==> config.mk <==
export PLATFORM = sky130hd
export DESIGN_NAME = step_move_sched
export DESIGN_NICKNAME = d
export VERILOG_FILES = /design/src/rtl/step_move_sched.sv
export SDC_FILE = /design/constraint.sdc
export NUM_CORES = 1
export LEC_CHECK = 0
export ABC_AREA = 0
export BUFFER_PORTS_ARGS = -buffer_cell sky130_fd_sc_hd__buf_2
export CAP_MARGIN = 5
export CORE_UTILIZATION = 25
export DETAILED_ROUTE_END_ITERATION = 8
export GPL_TIMING_DRIVEN = 1
export PLACE_DENSITY_LB_ADDON = 0.15
export SLEW_MARGIN = 10
export SYNTH_ARGS = -nofsm -noshare
export SYNTH_HDL_FRONTEND = slang
export SYNTH_SLANG_ARGS = --single-unit
==> constraint.sdc <==
create_clock -name clk -period 5.5 [get_ports clk]
set_input_delay 1.1 -clock clk [delete_from_list [all_inputs] [get_ports clk]]
set_output_delay 1.1 -clock clk [all_outputs]
set_load 0.01 [all_outputs]
==> src/rtl/step_move_sched.sv <==
// ---------------------------------------------------------------------------
// step_move_sched
// Motion scheduler in front of the step-motor phase sequencer. Accepts move
// commands over valid/ready, emits one-cycle step pulses at the commanded
// period, holds a settle dwell after a direction change, supports abort and
// reports progress (steps_left) and completion (done/aborted).
//
// Optional build macro: STEP_MOVE_SCHED_ACCEL_EN
//   defined   -> trapezoidal ramp (start slow, speed up over the first R steps,
//                slow down over the last R steps)
//   undefined -> constant step period
//
// Ports:
//   clk         system clock, rising edge
//   rest        asynchronous active-high reset
//   cmd_valid   command offered
//   cmd_ready   command can be accepted (IDLE only)
//   cmd_steps   number of steps to issue
//   cmd_dir     direction (1 = forward)
//   cmd_period  clk cycles between step pulses (clamped to MIN_PERIOD)
//   abort       terminate the current move (ignored in IDLE/DONE)
//   step        one-cycle step pulse
//   dir_out     registered direction
//   busy        high while settling or running
//   steps_left  steps still to issue
//   done        one-cycle pulse at the end of every accepted move
//   aborted     valid with done; 1 if the move ended by abort
// ---------------------------------------------------------------------------
module step_move_sched #(
    parameter int CNT_W      = 16,
    parameter int DIV_W      = 20,
    parameter int MIN_PERIOD = 4,
    parameter int SETTLE_CYC = 1000,
    parameter int RAMP_DELTA = 2,
    parameter int RAMP_STEPS = 8
) (
    input  logic             clk,
    input  logic             rest,
    input  logic             cmd_valid,
    output logic             cmd_ready,
    input  logic [CNT_W-1:0] cmd_steps,
    input  logic             cmd_dir,
    input  logic [DIV_W-1:0] cmd_period,
    input  logic             abort,
    output logic             step,
    output logic             dir_out,
    output logic             busy,
    output logic [CNT_W-1:0] steps_left,
    output logic             done,
    output logic             aborted
);

    typedef enum logic [1:0] {
        ST_IDLE   = 2'd0,
        ST_SETTLE = 2'd1,
        ST_RUN    = 2'd2,
        ST_DONE   = 2'd3
    } state_t;

    localparam int SET_W = (SETTLE_CYC > 1) ? $clog2(SETTLE_CYC) : 1;
    localparam logic [SET_W-1:0] SETTLE_LAST = SET_W'((SETTLE_CYC > 0) ? (SETTLE_CYC - 1) : 0);
    localparam logic [DIV_W-1:0] MIN_P       = DIV_W'(MIN_PERIOD);
    localparam logic [CNT_W-1:0] CNT_ZERO    = {CNT_W{1'b0}};

    state_t             state_r;
    state_t             state_nxt_s;
    logic [DIV_W-1:0]   period_r;
    logic [DIV_W-1:0]   cur_period_s;
    logic [DIV_W-1:0]   cnt_r;
    logic [SET_W-1:0]   settle_cnt_r;
    logic [DIV_W-1:0]   clamped_s;
    logic               accept_s;
    logic               step_due_s;
    logic               step_fire_s;
    logic               last_step_s;
    logic               abort_end_s;

    assign accept_s    = (state_r == ST_IDLE) && cmd_ready && cmd_valid;
    assign clamped_s   = (cmd_period < MIN_P) ? MIN_P : cmd_period;
    assign step_due_s  = (state_r == ST_RUN) && (cnt_r == (cur_period_s - DIV_W'(1)));
    // An abort that coincides with a due step wins: the step is dropped.
    assign step_fire_s = step_due_s && !abort && (steps_left != CNT_ZERO);
    // The final step is on the wire this cycle; the move is complete.
    assign last_step_s = (state_r == ST_RUN) && step && (steps_left == CNT_ZERO);

`ifdef STEP_MOVE_SCHED_ACCEL_EN
    localparam logic [DIV_W-1:0] DELTA  = DIV_W'(RAMP_DELTA);
    localparam logic [CNT_W-1:0] RSTEPS = CNT_W'(RAMP_STEPS);

    logic [DIV_W-1:0] cur_period_r;
    logic [CNT_W-1:0] ramp_r;
    logic [CNT_W-1:0] total_r;
    logic [CNT_W-1:0] half_s;
    logic [CNT_W-1:0] ramp_s;
    logic [CNT_W-1:0] issued_s;

    assign half_s   = cmd_steps >> 1;
    assign ramp_s   = (half_s < RSTEPS) ? half_s : RSTEPS;
    // Number of steps issued once the step firing now has gone out.
    assign issued_s = total_r - steps_left + CNT_W'(1);

    // Ramp state: active period, ramp length and total move length.
    always_ff @(posedge clk or posedge rest) begin
        if (rest) begin
            cur_period_r <= {DIV_W{1'b0}};
            ramp_r       <= CNT_ZERO;
            total_r      <= CNT_ZERO;
        end else if (accept_s) begin
            cur_period_r <= clamped_s + (DELTA * DIV_W'(ramp_s));
            ramp_r       <= ramp_s;
            total_r      <= cmd_steps;
        end else if (step_fire_s) begin
            if (issued_s <= ramp_r) begin
                // Accelerating; never drop below the commanded period.
                if (cur_period_r >= (period_r + DELTA)) begin
                    cur_period_r <= cur_period_r - DELTA;
                end else begin
                    cur_period_r <= period_r;
                end
            end else if ((steps_left - CNT_W'(1)) <= ramp_r) begin
                cur_period_r <= cur_period_r + DELTA;
            end else begin
                cur_period_r <= cur_period_r;
            end
        end else begin
            cur_period_r <= cur_period_r;
        end
    end

    assign cur_period_s = cur_period_r;
`else
    assign cur_period_s = period_r;
`endif

    // Next-state decode; also flags when DONE is entered because of abort.
    always_comb begin
        state_nxt_s = state_r;
        abort_end_s = 1'b0;
        case (state_r)
            ST_IDLE: begin
                if (accept_s) begin
                    if (cmd_steps == CNT_ZERO) begin
                        state_nxt_s = ST_DONE;
                    end else if (cmd_dir != dir_out) begin
                        state_nxt_s = ST_SETTLE;
                    end else begin
                        state_nxt_s = ST_RUN;
                    end
                end else begin
                    state_nxt_s = ST_IDLE;
                end
            end
            ST_SETTLE: begin
                if (abort) begin
                    state_nxt_s = ST_DONE;
                    abort_end_s = 1'b1;
                end else if (settle_cnt_r == SETTLE_LAST) begin
                    state_nxt_s = ST_RUN;
                end else begin
                    state_nxt_s = ST_SETTLE;
                end
            end
            ST_RUN: begin
                // Natural completion takes precedence over a late abort.
                if (last_step_s) begin
                    state_nxt_s = ST_DONE;
                end else if (abort) begin
                    state_nxt_s = ST_DONE;
                    abort_end_s = 1'b1;
                end else begin
                    state_nxt_s = ST_RUN;
                end
            end
            ST_DONE: begin
                state_nxt_s = ST_IDLE;
            end
            default: begin
                state_nxt_s = ST_IDLE;
            end
        endcase
    end

    // State, counters and registered outputs.
    always_ff @(posedge clk or posedge rest) begin
        if (rest) begin
            state_r      <= ST_IDLE;
            period_r     <= {DIV_W{1'b0}};
            cnt_r        <= {DIV_W{1'b0}};
            settle_cnt_r <= {SET_W{1'b0}};
            cmd_ready    <= 1'b1;
            step         <= 1'b0;
            dir_out      <= 1'b0;
            busy         <= 1'b0;
            steps_left   <= CNT_ZERO;
            done         <= 1'b0;
            aborted      <= 1'b0;
        end else begin
            state_r   <= state_nxt_s;
            cmd_ready <= (state_nxt_s == ST_IDLE);
            busy      <= (state_nxt_s == ST_SETTLE) || (state_nxt_s == ST_RUN);
            done      <= (state_nxt_s == ST_DONE);
            aborted   <= abort_end_s;
            step      <= step_fire_s;

            if (accept_s) begin
                steps_left <= cmd_steps;
                period_r   <= clamped_s;
                // A zero-length move leaves the direction line alone.
                if (cmd_steps != CNT_ZERO) begin
                    dir_out <= cmd_dir;
                end else begin
                    dir_out <= dir_out;
                end
            end else if (step_fire_s) begin
                steps_left <= steps_left - CNT_W'(1);
            end else begin
                steps_left <= steps_left;
            end

            // Period counter restarts at 0 on RUN entry and after each due step.
            if ((state_r != ST_RUN) || (state_nxt_s != ST_RUN) || step_due_s) begin
                cnt_r <= {DIV_W{1'b0}};
            end else begin
                cnt_r <= cnt_r + DIV_W'(1);
            end

            if ((state_r == ST_SETTLE) && (state_nxt_s == ST_SETTLE)) begin
                settle_cnt_r <= settle_cnt_r + SET_W'(1);
            end else begin
                settle_cnt_r <= {SET_W{1'b0}};
            end
        end
    end

endmodule

**Yosys cells after proc, flatten, opt, wreduce, memory -nomap -nowiden**

Index checks and enable logic that the tools add are counted.

- Register bits after elaboration: 74
- Bits of input ports: 41
- Word-level logic and storage cells: 63
- Output and inout bits: 22

- Mux-type cells: 16
- Reductions and logical operators: 20
- Eq/ne operators: 11
- Order comparisons: 1
- Add/subtract/negate cells: 4

Operators by type and width:

| cell | count |
|---|---|
| $mux W20 | 2 |
| $logic_not A16 Y1 | 2 |
| $mux W16 | 2 |
| $reduce_bool A16 Y1 | 2 |
| $add A20 B1 Y20 const B | 1 |
| $eq A20 B20 Y1 | 1 |
| $lt A20 B3 Y1 const B | 1 |
| $sub A20 B1 Y20 const B | 1 |
| $sub A16 B1 Y16 const B | 1 |
| $add A10 B1 Y10 const B | 1 |
| $eq A10 B10 Y1 const B | 1 |
| $mux W10 | 1 |
| $mux W2 | 5 |
| $eq A2 B2 Y1 const B | 4 |
| $logic_and A1 B1 Y1 | 8 |
| $pmux W2 S4 | 1 |
| $eq A2 B1 Y1 const B | 2 |
| $logic_not A2 Y1 | 2 |
| $mux W1 | 4 |
| $ne A2 B2 Y1 const B | 2 |
| $logic_or A1 B1 Y1 | 3 |
| $pmux W1 S2 | 1 |
| $reduce_and A2 Y1 | 1 |
| $reduce_bool A2 Y1 | 1 |
| 2 further kinds | 2 |

**Logic depth before layout (Yosys ltp)**

Gate-level depths: netlist of run 1.

- Word-level depth: 9
- Gate-level depth with buffers: 14
- Mapped depth without buffers: 12

**Worst setup path after synthesis of run 1**

Ideal clock, no wire load.

- Kind: flip-flop to flip-flop
- From: register period_r[0] (netlist: cur_period_s[0])
- To: register steps_left[7]
- Library setup time: 0.082 ns
- Arrival: 3.609 ns
- Clock period less this slack: 3.690 ns
- Cell stages (with the launch flop): 12
- Data required time: 5.418 ns
- Path slack: 1.810 ns
- Path buffers: 3
- Cells stage by stage: dfrtp_1 > or4_4 > or2_0 > buf_2 > or4b_1 > a311o_1 > a221o_1 > buf_6 > or3_4 > buf_6 > or4_1 > a31oi_1

- Word-level cells in the longest chain between the ends: 6

Ends and longest elaborated chain:

| what | RTL line | text |
|---|---|---|
| start, declared | 67 | `logic [DIV_W-1:0] period_r;` |
| start signal, assigned | 187 | `period_r <= {DIV_W{1'b0}};` |
| start signal, assigned | 207 | `period_r <= clamped_s;` |
| $sub A20 B1 Y20 | 80 | `assign step_due_s = (state_r == ST_RUN) && (cnt_r == (cur_period_s - DIV_W'(1)));` |
| $eq A20 B20 Y1 | 80 |  |
| $logic_and A1 B1 Y1 | 80 |  |
| $logic_and A1 B1 Y1 (2 in series) | 82 | `assign step_fire_s = step_due_s && !abort && (steps_left != CNT_ZERO);` |
| $reduce_bool A2 Y1 (no source line) | -- |  |
| end signal, assigned | 206 | `steps_left <= cmd_steps;` |
| end signal, assigned | 215 | `steps_left <= steps_left - CNT_W'(1);` |
| end signal, assigned | 217 | `steps_left <= steps_left;` |
| end, declared | 48 | `output logic [CNT_W-1:0] steps_left,` |

Every way passes these cells.
A chain may end at the register's enable or synchronous reset.

**Worst setup path after layout of run 1**

Same ends and word-level chain as after synthesis.

==> results of run 1 <==
-- area by class of cell --
| cell class | instances | area (um2) |
|---|---|---|
| Clock buffer | 11 | 242.7 |
| Clock inverter | 5 | 77.57 |
| Fill cell | 1798 | 11550 |
| Inverter | 18 | 67.56 |
| Multi-Input combinational cell | 374 | 2292 |
| Sequential cell | 74 | 1853 |
| Tap cell | 220 | 275.3 |
| Timing Repair Buffer | 66 | 340.3 |
-- power by group through the flow --
stage	registers (mW)	clock network, mW	logic, mW
2_1_floorplan	0.870	0	0.568
3_3_place_gp	0.904	0	0.816
3_5_place_dp	0.911	0	0.819
4_1_cts	0.902	0.652	0.824
5_1_grt	0.932	0.676	0.928
6_report	0.898	0.635	0.811
-- worst max-delay path by stage --
stage	startpoint	to	slack, ns	cells after the start
after floorplan	cur_period_s[0]	steps_left[7]	1.81	11
after global placement	cur_period_s[2]	steps_left[9]	1.66	8
after detailed placement	cur_period_s[2]	steps_left[7]	1.56	8
after CTS	cur_period_s[0]	steps_left[7]	1.55	10
after global routing	cur_period_s[0]	steps_left[7]	1.33	10
final	cur_period_s[0]	steps_left[7]	1.55	10
-- stage by stage --
step,std cells,worst slack (ns)
3_3_place_gp,752,1.657
3_5_place_dp,752,1.559
5_1_grt,768,1.330
2_1_floorplan,486,1.810
6_report,768,1.545
4_1_cts,768,1.549
-- Yosys cell counts, types with 2 or more instances --
library cell and number:
sky130_fd_sc_hd__a21oi_1 9, sky130_fd_sc_hd__a31oi_1 11, sky130_fd_sc_hd__and3_1 10, sky130_fd_sc_hd__buf_6 2, sky130_fd_sc_hd__clkbuf_1 17, sky130_fd_sc_hd__dfrtp_1 73
sky130_fd_sc_hd__ha_1 11, sky130_fd_sc_hd__inv_1 18, sky130_fd_sc_hd__mux2_2 2, sky130_fd_sc_hd__nand2_1 76, sky130_fd_sc_hd__nand3_1 17, sky130_fd_sc_hd__nand4_1 6
sky130_fd_sc_hd__nand4b_1 2, sky130_fd_sc_hd__nor2_1 52, sky130_fd_sc_hd__nor2b_1 2, sky130_fd_sc_hd__nor3_1 14, sky130_fd_sc_hd__nor4_1 17, sky130_fd_sc_hd__o21a_1 2
sky130_fd_sc_hd__o21ai_0 14, sky130_fd_sc_hd__o311a_1 2, sky130_fd_sc_hd__o31ai_1 8, sky130_fd_sc_hd__o41ai_1 2, sky130_fd_sc_hd__or2_2 7, sky130_fd_sc_hd__or3_1 14
sky130_fd_sc_hd__or4_1 18, sky130_fd_sc_hd__or4b_1 3, sky130_fd_sc_hd__or4b_2 2, sky130_fd_sc_hd__xnor2_1 30, sky130_fd_sc_hd__xor2_1 24
-- registers in the layout, summed over array words and instances (netlist names) --
register,flops
aborted,1
cmd_ready,1
steps_left,16
cnt_r,20
cur_period_s,20
dir_out,1
state_r,2
busy,1
settle_cnt_r,10
done,1
step,1
-- kinds of logic after synthesis --
group,share of synthesized area
simple gates,0.2915
fa+ha+maj,0.03203
flops,0.4313
mux,0.007571
compound gates,0.09057
xor+xnor,0.1101
buf+inv,0.03698
-- worst register-to-register path, delay by kind of cell (launching register included) --
family / cells / cell delay [ns]
and+or+nand+nor: 4 / 2.19
AOI/OAI and AO/OA: 2 / 0.68
DFF: 1 / 0.41
muxes: 2 / 0.32
adders and majority gates: 1 / 0.21
buffers and inverters: 1 / 0.08
-- layer usage --
layer | track usage | up-vias | wire length (um) | share of wire
met1 | 0.1711 | 1733 | 5379 | 0.47
li1 | - | 1827 | - | -
met5 | 0 | - | 0 | 0
met2 | 0.2315 | 69 | 5509 | 0.48
met4 | 0.02841 | 0 | 134 | 0.012
met3 | 0.04186 | 8 | 516 | 0.045
==> report_table.html, run 1 <==
<table>
<tr><th>Metric</th><th>Value</th></tr>
<tr><th colspan="2">Synth</th></tr>
<tr><td>Top cell type's share of synthesized area</td><td>0.4252</td></tr>
<tr><td>Average instance area after synthesis</td><td>about 8.8 um2</td></tr>
<tr><td>Cell types with the largest area share after synthesis</td><td>sky130_fd_sc_hd__dfrtp_1 43%, sky130_fd_sc_hd__nand2_1 6.6%, sky130_fd_sc_hd__xnor2_1 6.1%</td></tr>
<tr><td>Main synth FF type</td><td>sky130_fd_sc_hd__dfrtp_1</td></tr>
<tr><td>Flip-flop and latch count after synthesis</td><td>74</td></tr>
<tr><td>Number of distinct library cells after synthesis</td><td>50</td></tr>
<tr><td>Async S/R FF share, synth</td><td>1.000</td></tr>
<tr><td>Cell accounting for the most synthesized area</td><td>sky130_fd_sc_hd__dfrtp_1</td></tr>
<tr><td>Netlist Area Pre-Place</td><td>around 0.0043 mm2</td></tr>
<tr><td>Register area share after synthesis</td><td>0.4313</td></tr>
<tr><td>Post-synthesis net count</td><td>about 540</td></tr>
<tr><td>Post-Synthesis Cells</td><td>a little under 500</td></tr>
<tr><td>Number of enable-type register cells in the synthesized netlist</td><td>0</td></tr>
<tr><td>Number of warnings printed during yosys synthesis</td><td>0</td></tr>
<tr><th colspan="2">Clock tree</th></tr>
<tr><td>Number of hold buffers added after cts</td><td>0</td></tr>
<tr><td>Clk pin slew, worst setup/hold paths</td><td>about 0.060 ns</td></tr>
<tr><td>Clock H-tree levels</td><td>3</td></tr>
<tr><td>Setup Fix Bufs, Post-CTS</td><td>0</td></tr>
<tr><td>Clock tree from TritonCTS</td><td>yes</td></tr>
<tr><td>Number of buffers on the longest clock path</td><td>2</td></tr>
<tr><td>Number of sinks on the clock net</td><td>between 70 and 80</td></tr>
<tr><td>CTS root buf</td><td>sky130_fd_sc_hd__clkbuf_16</td></tr>
<tr><td>Resized Gates After CTS</td><td>0</td></tr>
<tr><td>Clock buffer count from CTS</td><td>9</td></tr>
<tr><td>Clock insertion delay at the later pin of the skew report</td><td>about 0.34 ns</td></tr>
<tr><th colspan="2">Worst setup path</th></tr>
<tr><td>Data arrival time of the critical path</td><td>approximately 4.2 ns</td></tr>
<tr><td>Depth of the worst register-to-register path</td><td>10</td></tr>
<tr><td>Slowest stage cell, crit path</td><td>sky130_fd_sc_hd__or4b_1</td></tr>
<tr><td>Cell Chain, Critical Path</td><td>inv_1 -&gt; ha_1 -&gt; or4b_1 -&gt; or4_1 -&gt; mux2_2 -&gt; mux2i_1 -&gt; a221o_1 -&gt; or3_4 -&gt; or4_1 -&gt; a31oi_1</td></tr>
<tr><td>Register-to-register setup slack</td><td>roughly 1.5 ns</td></tr>
<tr><td>Crit path kind</td><td>flip-flop to flip-flop</td></tr>
<tr><td>Critical Path Most Common Cell</td><td>sky130_fd_sc_hd__or4_1</td></tr>
<tr><td>Sum of buffers and inverters on the critical path</td><td>1</td></tr>
<tr><td>Delay of the slowest cell on the worst path</td><td>between 0.6 and 0.7 ns</td></tr>
<tr><td>Largest fanout of any net on the critical path</td><td>21</td></tr>
<tr><td>Type of element launching the critical path</td><td>flip-flop</td></tr>
<tr><td>Required time of the worst setup path</td><td>5.76 ns</td></tr>
<tr><td>Critical path capture point type</td><td>flip-flop</td></tr>
<tr><td>Family with the most delay on the worst path</td><td>simple AND/OR/NAND/NOR gates</td></tr>
<tr><td>Critical R2R Capture</td><td>steps_left[7]</td></tr>
<tr><td>Critical register-to-register path startpoint</td><td>cur_period_s[0]</td></tr>
<tr><th colspan="2">Power and ir drop</th></tr>
<tr><td>Sequential share of power</td><td>0.383</td></tr>
<tr><td>Largest voltage drop on the vdd net</td><td>between 0.0002 and 0.00025 V</td></tr>
<tr><td>Total power density per cell area</td><td>between 400 and 500 mW/mm2</td></tr>
<tr><td>Power dissipated by switching net loads</td><td>about 0.9 mW</td></tr>
<tr><td>Combinational share of power</td><td>0.346</td></tr>
<tr><td>Internal Pwr Total</td><td>between 1 and 1.5 mW</td></tr>
<tr><td>Net switching fraction of the power</td><td>0.3833</td></tr>
<tr><td>LEAKAGE</td><td>approximately 2.2 nW</td></tr>
<tr><td>Total power</td><td>between 2 and 2.5 mW</td></tr>
<tr><td>Clock power frac</td><td>0.271</td></tr>
<tr><th colspan="2">Worst hold path</th></tr>
<tr><td>Hold Path Origin</td><td>settle_cnt_r[0]</td></tr>
<tr><td>Kind of path behind the tightest hold check</td><td>flip-flop to flip-flop</td></tr>
<tr><td>Hold path cells</td><td>1</td></tr>
<tr><td>Worst-case hold path end point</td><td>settle_cnt_r[0]</td></tr>
<tr><th colspan="2">Placement</th></tr>
<tr><td>Global placement routability congestion</td><td>0.7808</td></tr>
<tr><td>Hpwl dp</td><td>~8600 um</td></tr>
<tr><td>Buffers on Ports</td><td>62</td></tr>
<tr><td>Dpl cell area</td><td>between 0.004 and 0.005 mm2</td></tr>
<tr><th colspan="2">Floorplan</th></tr>
<tr><td>Die boundary height</td><td>between 100 and 150 um</td></tr>
<tr><td>I/O pin count</td><td>63</td></tr>
<tr><td>Starting density of the core</td><td>0.2573</td></tr>
<tr><td>Core area</td><td>~0.017 mm2</td></tr>
<tr><td>Die area</td><td>between 0.015 and 0.02 mm2</td></tr>
<tr><td>Number of placement rows</td><td>47</td></tr>
<tr><td>Die outline width</td><td>133.1 um</td></tr>
<tr><th colspan="2">GRT</th></tr>
<tr><td>Antenna violations before repair</td><td>0</td></tr>
<tr><td>Global-route total usage across every layer</td><td>0.1367</td></tr>
<tr><td>Remaining global-route overflow</td><td>0</td></tr>
<tr><td>Wire length of the first global-routing pass</td><td>between 15000 and 20000 um</td></tr>
<tr><td>Pin count of the biggest net entering global routing</td><td>44</td></tr>
<tr><td>Number of global-route vias before repair</td><td>about 3600</td></tr>
<tr><th colspan="2">STA</th></tr>
<tr><td>Slew at the pin closest to its max-slew limit</td><td>~0.81 ns</td></tr>
<tr><td>Final TNS setup</td><td>0 ns</td></tr>
<tr><td>Skew final</td><td>0.009277 ns</td></tr>
<tr><td>Post-route clock period utilization</td><td>0.7190</td></tr>
<tr><td>Final worst hold slack</td><td>around 0.5 ns</td></tr>
<tr><td>Setup repair after global routing missed its margin</td><td>no</td></tr>
<tr><td>Number of endpoints with negative hold slack in the final report</td><td>0</td></tr>
<tr><td>Max Freq</td><td>0.2529 GHz</td></tr>
<tr><td>Normalized max-slew margin</td><td>0.4624</td></tr>
<tr><td># setup viols final</td><td>0</td></tr>
<tr><td>Final critical delay including setup and external delays</td><td>3.955 ns</td></tr>
<tr><td>Max-slew violation count</td><td>0</td></tr>
<tr><th colspan="2">Drt</th></tr>
<tr><td>Overall routed net length</td><td>about 12000 um</td></tr>
<tr><td>Via Count</td><td>around 3600</td></tr>
<tr><td>Number of optimization iterations in the first detailed-route pass</td><td>4</td></tr>
<tr><td>Violation count after the first detailed-routing iteration</td><td>roughly 190</td></tr>
<tr><td>Antenna-violating nets left</td><td>0</td></tr>
<tr><td>DRC</td><td>0</td></tr>
<tr><td>WL/cell</td><td>15.02 um</td></tr>
<tr><td>Vias per inst</td><td>around 4.7</td></tr>
<tr><th colspan="2">Status</th></tr>
<tr><td>Outcome</td><td>completed</td></tr>
<tr><th colspan="2">Layout</th></tr>
<tr><td>Leading cell types in the layout, fill and taps excluded</td><td>76 x sky130_fd_sc_hd__nand2_1, 73 x sky130_fd_sc_hd__dfrtp_1, 62 x sky130_fd_sc_hd__buf_2, 52 x sky130_fd_sc_hd__nor2_1, 30 x sky130_fd_sc_hd__xnor2_1</td></tr>
<tr><td>Count of inserted antenna diode cells</td><td>0</td></tr>
<tr><td>Post-route design area</td><td>slightly above 0.005 mm2</td></tr>
<tr><td>Total Nets Final</td><td>around 600</td></tr>
<tr><td>Post-route core utilization</td><td>0.3083</td></tr>
<tr><td>Fraction of final layout cells with drive strength greater than 1</td><td>0.1770</td></tr>
<tr><td>Most common cell after layout, fill and taps aside</td><td>sky130_fd_sc_hd__nand2_1</td></tr>
<tr><td>Area added between synthesis and finish</td><td>19.83%</td></tr>
<tr><th colspan="2">Run</th></tr>
<tr><td># Max-Cap Violations</td><td>0</td></tr>
</table>
Power figures use the tool's default switching activity.
==> run 2: changes to the inputs <==
==> constraint.sdc (replaced) <==
create_clock -name clk -period 3.95 [get_ports clk]
set_input_delay 0.79 -clock clk [delete_from_list [all_inputs] [get_ports clk]]
set_output_delay 0.79 -clock clk [all_outputs]
set_load 0.01 [all_outputs]
==> run 2 against run 1 <==
Critical path type unchanged. Critical path depth fell by 2. Die area did not move. Highest routed layer unchanged. Worst hold slack lost 0.045 ns. Sequential power rose by 38%. Fmax is 8.3% higher. Sequential share of layout area is 0.21 points lower. Final area increased by 0.58%. Largest power group unchanged. Clock power up 33%.
==> report_table.html, run 2 (synthesized netlist as in run 1, its figures left out) <==
<table>
<tr><th>Metric</th><th>Value</th></tr>
<tr><th colspan="2">Status</th></tr>
<tr><td>Outcome</td><td>completed</td></tr>
<tr><th colspan="2">Placement</th></tr>
<tr><td>Global placement routability congestion</td><td>0.8082 (+3.5%)</td></tr>
<tr><td>Hpwl dp</td><td>8781 um (+1.6%)</td></tr>
<tr><td>Total placed cells including tap cells</td><td>758 (+0.80%)</td></tr>
<tr><td>Buffers on Ports</td><td>62 (unchanged)</td></tr>
<tr><th colspan="2">STA</th></tr>
<tr><td>Slew at the pin closest to its max-slew limit</td><td>0.7485 ns (-0.05671 ns)</td></tr>
<tr><td>Normalized max-slew margin</td><td>0.4964 (+0.03399)</td></tr>
<tr><td>Max-slew violation count</td><td>0 (unchanged)</td></tr>
<tr><td>Final critical delay including setup and external delays</td><td>3.651 ns (-0.3036 ns)</td></tr>
<tr><td># setup viols final</td><td>0 (unchanged)</td></tr>
<tr><td>Setup repair after global routing missed its margin</td><td>no</td></tr>
<tr><td>Number of endpoints with negative hold slack in the final report</td><td>0 (unchanged)</td></tr>
<tr><td>Final TNS setup</td><td>0 ns (unchanged)</td></tr>
<tr><td>Final worst hold slack</td><td>0.4480 ns (-0.04476 ns)</td></tr>
<tr><td>Max Freq</td><td>0.2739 GHz (+8.3%)</td></tr>
<tr><td>Skew final</td><td>0.008314 ns (-0.0009629 ns)</td></tr>
<tr><td>Post-route clock period utilization</td><td>0.9243 (+0.2053)</td></tr>
<tr><th colspan="2">Worst setup path</th></tr>
<tr><td>Crit path kind</td><td>flip-flop to flip-flop</td></tr>
<tr><td>Critical R2R Capture</td><td>steps_left[9]</td></tr>
<tr><td>Cell Chain, Critical Path</td><td>or4_4 -&gt; or2_0 -&gt; or4b_1 -&gt; a311o_1 -&gt; a221o_1 -&gt; or3_4 -&gt; or4_1 -&gt; a31oi_1</td></tr>
<tr><td>Data arrival time of the critical path</td><td>3.91 ns (-0.30 ns)</td></tr>
<tr><td>Register-to-register setup slack</td><td>0.30 ns (-1.25 ns)</td></tr>
<tr><td>Type of element launching the critical path</td><td>flip-flop</td></tr>
<tr><td>Slowest stage cell, crit path</td><td>sky130_fd_sc_hd__or4_4</td></tr>
<tr><td>Sum of buffers and inverters on the critical path</td><td>0 (-1)</td></tr>
<tr><td>Family with the most delay on the worst path</td><td>simple AND/OR/NAND/NOR gates</td></tr>
<tr><td>Required time of the worst setup path</td><td>4.21 ns (-1.55 ns)</td></tr>
<tr><td>Delay of the slowest cell on the worst path</td><td>0.53 ns (-0.08 ns)</td></tr>
<tr><td>Largest fanout of any net on the critical path</td><td>21 (unchanged)</td></tr>
<tr><td>Depth of the worst register-to-register path</td><td>8 (-2)</td></tr>
<tr><td>Critical path capture point type</td><td>flip-flop</td></tr>
<tr><td>Critical register-to-register path startpoint</td><td>cur_period_s[2]</td></tr>
<tr><th colspan="2">Drt</th></tr>
<tr><td>WL/cell</td><td>14.87 um (-1.0%)</td></tr>
<tr><td>Antenna-violating nets left</td><td>0 (unchanged)</td></tr>
<tr><td>Vias per inst</td><td>4.744 (+0.17%)</td></tr>
<tr><td>Via Count</td><td>3667 (+0.82%)</td></tr>
<tr><td>Number of optimization iterations in the first detailed-route pass</td><td>4 (unchanged)</td></tr>
<tr><td>Violation count after the first detailed-routing iteration</td><td>192 (-0.52%)</td></tr>
<tr><td>Overall routed net length</td><td>11490 um (-0.39%)</td></tr>
<tr><td>DRC</td><td>0 (unchanged)</td></tr>
<tr><th colspan="2">Layout</th></tr>
<tr><td>Number of standard cells in the layout, taps in and fillers out</td><td>773 (+0.65%)</td></tr>
<tr><td>Most common cell after layout, fill and taps aside</td><td>sky130_fd_sc_hd__nand2_1</td></tr>
<tr><td>Count of inserted antenna diode cells</td><td>0 (unchanged)</td></tr>
<tr><td>Total Nets Final</td><td>601 (+1.0%)</td></tr>
<tr><td>Leading cell types in the layout, fill and taps excluded</td><td>76 x sky130_fd_sc_hd__nand2_1, 73 x sky130_fd_sc_hd__dfrtp_1, 62 x sky130_fd_sc_hd__buf_2, 52 x sky130_fd_sc_hd__nor2_1, 30 x sky130_fd_sc_hd__xnor2_1</td></tr>
<tr><td>Post-route core utilization</td><td>0.3101 (+0.001798)</td></tr>
<tr><td>Fraction of final layout cells with drive strength greater than 1</td><td>0.1844 (+0.007441)</td></tr>
<tr><td>Area added between synthesis and finish</td><td>20.53%</td></tr>
<tr><th colspan="2">Clock tree</th></tr>
<tr><td>CTS root buf</td><td>sky130_fd_sc_hd__clkbuf_16</td></tr>
<tr><td>Resized Gates After CTS</td><td>0 (unchanged)</td></tr>
<tr><td>Number of hold buffers added after cts</td><td>0 (unchanged)</td></tr>
<tr><td>Setup Fix Bufs, Post-CTS</td><td>0 (unchanged)</td></tr>
<tr><td>Clock H-tree levels</td><td>3 (unchanged)</td></tr>
<tr><td>Clock insertion delay at the later pin of the skew report</td><td>0.34 ns (about the same)</td></tr>
<tr><td>Clk pin slew, worst setup/hold paths</td><td>0.06 ns (about the same)</td></tr>
<tr><td>Number of sinks on the clock net</td><td>74 (unchanged)</td></tr>
<tr><td>Clock tree from TritonCTS</td><td>yes</td></tr>
<tr><td>Clock buffer count from CTS</td><td>9 (unchanged)</td></tr>
<tr><td>Number of buffers on the longest clock path</td><td>2 (unchanged)</td></tr>
<tr><th colspan="2">GRT</th></tr>
<tr><td>Global routing usage on met1</td><td>0.1775 (+0.006376)</td></tr>
<tr><td>Global routing's busiest layer</td><td>met2</td></tr>
<tr><td>Pin count of the biggest net entering global routing</td><td>35 (-20%)</td></tr>
<tr><td>Antenna violations before repair</td><td>0 (unchanged)</td></tr>
<tr><td>Global-route total usage across every layer</td><td>0.1400 (+0.003341)</td></tr>
<tr><td>Wire length of the first global-routing pass</td><td>19330 um (+2.9%)</td></tr>
<tr><td>Remaining global-route overflow</td><td>0 (unchanged)</td></tr>
<tr><td>Number of global-route vias before repair</td><td>3735 (+2.4%)</td></tr>
<tr><td>Global-route met3 utilization</td><td>0.02588 (-0.01598)</td></tr>
<tr><td>GR met2 Demand/Resource</td><td>0.2318 (+0.0002909)</td></tr>
<tr><th colspan="2">Worst hold path</th></tr>
<tr><td>Kind of path behind the tightest hold check</td><td>input pin to asynchronous set/reset pin</td></tr>
<tr><th colspan="2">Floorplan</th></tr>
<tr><td>I/O pin count</td><td>63 (unchanged)</td></tr>
<tr><td>Number of placement rows</td><td>47 (unchanged)</td></tr>
<tr><td>Die area</td><td>0.01771 mm2 (unchanged)</td></tr>
<tr><td>Starting density of the core</td><td>0.2573 (unchanged)</td></tr>
<tr><td>Die outline width</td><td>133.1 um (unchanged)</td></tr>
<tr><td>Core area</td><td>0.01670 mm2 (unchanged)</td></tr>
<tr><td>Die boundary height</td><td>133.1 um (unchanged)</td></tr>
<tr><th colspan="2">Power and ir drop</th></tr>
<tr><td>Total power</td><td>3.245 mW (+38%)</td></tr>
<tr><td>LEAKAGE</td><td>2.189 nW (+1.1%)</td></tr>
<tr><td>Largest voltage drop on the vdd net</td><td>0.0002263 V (+9.0%)</td></tr>
<tr><td>Total power density per cell area</td><td>626.6 mW/mm2 (+38%)</td></tr>
<tr><th colspan="2">Run</th></tr>
<tr><td># Max-Cap Violations</td><td>0 (unchanged)</td></tr>
</table>
==> run 2: changes by cell type in the layout (fill, tap and decap cells not counted) <==
cell,previous run,this run
sky130_fd_sc_hd__buf_4,4,10
sky130_fd_sc_hd__clkbuf_8,1,3
sky130_fd_sc_hd__bufinv_16,2,1
sky130_fd_sc_hd__clkinv_2,2,1
sky130_fd_sc_hd__clkinvlp_4,1,0
==> run 2: through the flow <==
stage          setup slack, ns  instance area (um2)
2_1_floorplan           0.2596                 4297
3_3_place_gp            0.3885                 4873
3_5_place_dp            0.3035                 4873
4_1_cts                 0.2979                 5179
5_1_grt                0.08175                 5179
6_report                0.2990                 5179
==> run 2: final cells by class <==
| class | instances | area, um2 |
|---|---|---|
| clock buffer | 13 | 270.3 |
| sequential | 74 | 1853 |
| inverter | 18 | 67.56 |
| multi-input combinational | 374 | 2292 |
| fill | 1820 | 11520 |
| clock inverter | 2 | 35.03 |
| tap | 220 | 275.3 |
| timing repair buffer | 72 | 385.4 |
==> run 2: per-layer routing <==
layer  vias up  wire length (um)
met5         -                 0
met4         0               248
met3        18               446
met2        73              5398
met1      1740              5400
li1       1836                 -
==> run 2: worst max path at each step <==
stage	slack, ns	to	startpoint	depth (start not counted)
2_1_floorplan	0.26	steps_left[7]	cur_period_s[0]	11
3_3_place_gp	0.39	steps_left[9]	cur_period_s[6]	8
3_5_place_dp	0.30	steps_left[9]	cur_period_s[2]	8
4_1_cts	0.30	steps_left[9]	cur_period_s[2]	8
5_1_grt	0.08	steps_left[7]	cur_period_s[6]	8
6_report	0.30	steps_left[9]	cur_period_s[2]	8
==> run 2: power breakdown <==
group | internal (mW) | switching, mW
combinational | 0.497 | 0.665
clock | 0.536 | 0.310
sequential | 0.970 | 0.267
total | 2.00 | 1.24
==> run 3: changes to the inputs <==
--- a/config.mk
+++ b/config.mk
@@ -12,6 +12,7 @@
 export DETAILED_ROUTE_END_ITERATION = 8
 export GPL_TIMING_DRIVEN = 1
 export PLACE_DENSITY_LB_ADDON = 0.15
+export SKIP_LAST_GASP = 1
 export SLEW_MARGIN = 10
 export SYNTH_ARGS = -nofsm -noshare
 export SYNTH_HDL_FRONTEND = slang
==> constraint.sdc (replaced) <==
create_clock -name clk -period 4.35 [get_ports clk]
set_input_delay 0.87 -clock clk [delete_from_list [all_inputs] [get_ports clk]]
set_output_delay 0.87 -clock clk [all_outputs]
set_load 0.01 [all_outputs]
==> run 3 against run 2 <==
Worst setup slack improved by 0.13 ns. Sequential share of layout area increased by 0.061 points. First-iteration DRC count is 22% lower. Wire length grew 1.2%. Flip-flop and latch count is the same. Largest cell class unchanged. Final cell count is 0.26% lower. Critical endpoint is now steps_left[15]. Combinational power is 10% lower. Total power down 8.3%. Worst hold slack improved by 0.029 ns. Clock-buffer cell count fell by 4.
==> report_table.html, run 3 (synthesized netlist as in run 1, its figures left out) <==
<table>
<tr><th>Metric</th><th>Value</th></tr>
<tr><th colspan="2">Status</th></tr>
<tr><td>Outcome</td><td>completed</td></tr>
<tr><th colspan="2">GRT</th></tr>
<tr><td>Pin count of the biggest net entering global routing</td><td>45 (+29%)</td></tr>
<tr><td>Remaining global-route overflow</td><td>0 (unchanged)</td></tr>
<tr><td>Number of global-route vias before repair</td><td>3784 (+1.3%)</td></tr>
<tr><td>Antenna violations before repair</td><td>0 (unchanged)</td></tr>
<tr><td>Global-route total usage across every layer</td><td>0.1404 (+0.0003511)</td></tr>
<tr><td>Wire length of the first global-routing pass</td><td>19420 um (+0.47%)</td></tr>
<tr><th colspan="2">Power and ir drop</th></tr>
<tr><td>Combinational share of power</td><td>0.350 (-0.008)</td></tr>
<tr><td>Internal Pwr Total</td><td>1.821 mW (-9.1%)</td></tr>
<tr><td>Total power density per cell area</td><td>575.5 mW/mm2 (-8.1%)</td></tr>
<tr><td>Sequential share of power</td><td>0.380 (about the same)</td></tr>
<tr><td>Largest voltage drop on the vdd net</td><td>0.0002379 V (+5.1%)</td></tr>
<tr><td>LEAKAGE</td><td>2.175 nW (-0.63%)</td></tr>
<tr><td>Net switching fraction of the power</td><td>0.3879 (+0.005311)</td></tr>
<tr><td>Power dissipated by switching net loads</td><td>1.154 mW (-7.0%)</td></tr>
<tr><td>Clock power frac</td><td>0.270 (+0.009)</td></tr>
<tr><th colspan="2">Layout</th></tr>
<tr><td>Fraction of final layout cells with drive strength greater than 1</td><td>0.1833 (-0.001145)</td></tr>
<tr><td>Total Nets Final</td><td>598 (-0.50%)</td></tr>
<tr><td>Area added between synthesis and finish</td><td>20.33%</td></tr>
<tr><td>Most common cell after layout, fill and taps aside</td><td>sky130_fd_sc_hd__nand2_1</td></tr>
<tr><td>Number of standard cells in the layout, taps in and fillers out</td><td>771 (-0.26%)</td></tr>
<tr><td>Fillers</td><td>1821 (+0.055%)</td></tr>
<tr><td>Count of inserted antenna diode cells</td><td>0 (unchanged)</td></tr>
<tr><td>Leading cell types in the layout, fill and taps excluded</td><td>76 x sky130_fd_sc_hd__nand2_1, 73 x sky130_fd_sc_hd__dfrtp_1, 62 x sky130_fd_sc_hd__buf_2, 52 x sky130_fd_sc_hd__nor2_1, 30 x sky130_fd_sc_hd__xnor2_1</td></tr>
<tr><th colspan="2">Clock tree</th></tr>
<tr><td>Number of sinks on the clock net</td><td>74 (unchanged)</td></tr>
<tr><td>Number of hold buffers added after cts</td><td>0 (unchanged)</td></tr>
<tr><td>Clock H-tree levels</td><td>3 (unchanged)</td></tr>
<tr><td>Clock insertion delay at the later pin of the skew report</td><td>0.34 ns (about the same)</td></tr>
<tr><td>Clock buffer count from CTS</td><td>9 (unchanged)</td></tr>
<tr><td>Number of buffers on the longest clock path</td><td>2 (unchanged)</td></tr>
<tr><td>Clock tree from TritonCTS</td><td>yes</td></tr>
<tr><td>Clk pin slew, worst setup/hold paths</td><td>0.06 ns (about the same)</td></tr>
<tr><td>Resized Gates After CTS</td><td>0 (unchanged)</td></tr>
<tr><td>CTS root buf</td><td>sky130_fd_sc_hd__clkbuf_16</td></tr>
<tr><td>Setup Fix Bufs, Post-CTS</td><td>0 (unchanged)</td></tr>
<tr><th colspan="2">Worst hold path</th></tr>
<tr><td>Kind of path behind the tightest hold check</td><td>flip-flop to flip-flop</td></tr>
<tr><th colspan="2">STA</th></tr>
<tr><td>Slew at the pin closest to its max-slew limit</td><td>0.9611 ns (+0.2126 ns)</td></tr>
<tr><td>Max-slew violation count</td><td>0 (unchanged)</td></tr>
<tr><td>Max Freq</td><td>0.2552 GHz (-6.8%)</td></tr>
<tr><td>Skew final</td><td>0.007022 ns (-0.001292 ns)</td></tr>
<tr><td>Final worst hold slack</td><td>0.4766 ns (+0.02865 ns)</td></tr>
<tr><td>Number of endpoints with negative hold slack in the final report</td><td>0 (unchanged)</td></tr>
<tr><td>Post-route clock period utilization</td><td>0.9008 (-0.02349)</td></tr>
<tr><td>Setup repair after global routing missed its margin</td><td>no</td></tr>
<tr><td>Normalized max-slew margin</td><td>0.3583 (-0.1381)</td></tr>
<tr><td># setup viols final</td><td>0 (unchanged)</td></tr>
<tr><td>Final critical delay including setup and external delays</td><td>3.919 ns (+0.2675 ns)</td></tr>
<tr><td>Final TNS setup</td><td>0 ns (unchanged)</td></tr>
<tr><th colspan="2">Worst setup path</th></tr>
<tr><td>Critical register-to-register path startpoint</td><td>cur_period_s[0]</td></tr>
<tr><td>Crit path kind</td><td>flip-flop to flip-flop</td></tr>
<tr><td>Required time of the worst setup path</td><td>4.62 ns (+0.41 ns)</td></tr>
<tr><td>Critical R2R Capture</td><td>steps_left[15]</td></tr>
<tr><td>Data arrival time of the critical path</td><td>4.18 ns (+0.27 ns)</td></tr>
<tr><td>Register-to-register setup slack</td><td>0.43 ns (+0.13 ns)</td></tr>
<tr><td>Worst setup endpoint</td><td>steps_left[15]</td></tr>
<tr><td>Depth of the worst register-to-register path</td><td>10 (+2)</td></tr>
<tr><td>Largest fanout of any net on the critical path</td><td>21 (unchanged)</td></tr>
<tr><td>Type of element launching the critical path</td><td>flip-flop</td></tr>
<tr><td>Startpoint of the worst setup timing path</td><td>cur_period_s[0]</td></tr>
<tr><td>Critical path capture point type</td><td>flip-flop</td></tr>
<tr><th colspan="2">Floorplan</th></tr>
<tr><td>Starting density of the core</td><td>0.2573 (unchanged)</td></tr>
<tr><td>Die outline width</td><td>133.1 um (unchanged)</td></tr>
<tr><td>Number of placement rows</td><td>47 (unchanged)</td></tr>
<tr><td>Die area</td><td>0.01771 mm2 (unchanged)</td></tr>
<tr><td>Core area</td><td>0.01670 mm2 (unchanged)</td></tr>
<tr><td>I/O pin count</td><td>63 (unchanged)</td></tr>
<tr><td>Die boundary height</td><td>133.1 um (unchanged)</td></tr>
<tr><th colspan="2">Run</th></tr>
<tr><td># Max-Cap Violations</td><td>0 (unchanged)</td></tr>
<tr><th colspan="2">Drt</th></tr>
<tr><td>Via Count</td><td>3695 (+0.76%)</td></tr>
<tr><td>Number of optimization iterations in the first detailed-route pass</td><td>4 (unchanged)</td></tr>
<tr><td>WL/cell</td><td>15.09 um (+1.5%)</td></tr>
<tr><td>DRC</td><td>0 (unchanged)</td></tr>
<tr><td>Overall routed net length</td><td>11640 um (+1.2%)</td></tr>
<tr><td>Vias per inst</td><td>4.792 (+1.0%)</td></tr>
<tr><td>Violation count after the first detailed-routing iteration</td><td>150 (-22%)</td></tr>
<tr><td>Antenna-violating nets left</td><td>0 (unchanged)</td></tr>
<tr><th colspan="2">Placement</th></tr>
<tr><td>Total placed cells including tap cells</td><td>755 (-0.40%)</td></tr>
<tr><td>Hpwl dp</td><td>8714 um (-0.76%)</td></tr>
<tr><td>Buffers on Ports</td><td>62 (unchanged)</td></tr>
<tr><td>Global placement routability congestion</td><td>0.8124 (+0.52%)</td></tr>
</table>
[run 3: cell types whose count changed in the layout (fill, tap and decap cells not counted)]
cell,previous run,this run
sky130_fd_sc_hd__buf_4,10,7
sky130_fd_sc_hd__clkbuf_8,3,0
sky130_fd_sc_hd__clkinvlp_4,0,2
sky130_fd_sc_hd__bufinv_16,1,2
sky130_fd_sc_hd__clkbuf_1,1,0
sky130_fd_sc_hd__clkinv_2,1,2
sky130_fd_sc_hd__clkinv_4,0,1
[run 3: cell type report]
type	count	area [um2]	area share
Sequential cell	74	1853	0.3584
Clock inverter	7	93.84	0.01815
Timing Repair Buffer	69	362.8	0.07018
Multi-Input combinational cell	374	2292	0.4434
Inverter	18	67.56	0.01307
Clock buffer	9	225.2	0.04356
Tap cell	220	275.3	0.05324
[run 3: worst max-delay path, cell delays in order (launching register included)]
cell	delay [ns]
sky130_fd_sc_hd__dfrtp_1	0.41
sky130_fd_sc_hd__inv_1	0.08
sky130_fd_sc_hd__ha_1	0.19
sky130_fd_sc_hd__or4b_1	0.59
sky130_fd_sc_hd__or4_1	0.53
sky130_fd_sc_hd__mux2_2	0.26
sky130_fd_sc_hd__mux2i_1	0.06
sky130_fd_sc_hd__a221o_1	0.49
sky130_fd_sc_hd__or3_4	0.54
sky130_fd_sc_hd__or4_1	0.50
sky130_fd_sc_hd__a31oi_1	0.17
[run 3: through the flow]
stage / area (um2) / power (mW) / utilization / worst slack, ns
CTS: 5170 / 3.019 / 0.3096 / 0.4171
global route: 5170 / 3.209 / 0.3096 / 0.2373
detailed placement: 4851 / 2.194 / 0.2905 / 0.4380
global placement: 4851 / 2.179 / 0.2905 / 0.5302
finish: 5170 / 2.976 / 0.3096 / 0.4315
floorplan: 4297 / 1.818 / - / 0.6596
[run 3: routing by layer]
layer	wire length, um	GRT usage	share of wire	vias to the layer above
li1	-	-	-	1835
met1	5465	0.1725	0.47	1794
met2	5562	0.2405	0.48	53
met3	441	0.03691	0.038	13
met4	165	0.04167	0.014	0
met5	0	0	0	-
[run 3: power groups by stage]
stage	registers, mW	logic, mW	clock network (mW)
2_1_floorplan	1.10	0.718	0
3_3_place_gp	1.13	1.05	0
3_5_place_dp	1.14	1.05	0
4_1_cts	1.13	1.06	0.828
5_1_grt	1.17	1.19	0.856
6_report	1.13	1.04	0.803
[run 3: worst min-delay path by stage]
stage	from	to	slack, ns	cells past startpoint
after floorplan	settle_cnt_r[0]	settle_cnt_r[0]	0.45	1
after global placement	settle_cnt_r[0]	settle_cnt_r[0]	0.48	1
after detailed placement	settle_cnt_r[0]	settle_cnt_r[0]	0.47	1
after CTS	settle_cnt_r[0]	settle_cnt_r[0]	0.48	1
after global routing	settle_cnt_r[0]	settle_cnt_r[0]	0.52	1
final	settle_cnt_r[0]	settle_cnt_r[0]	0.48	1
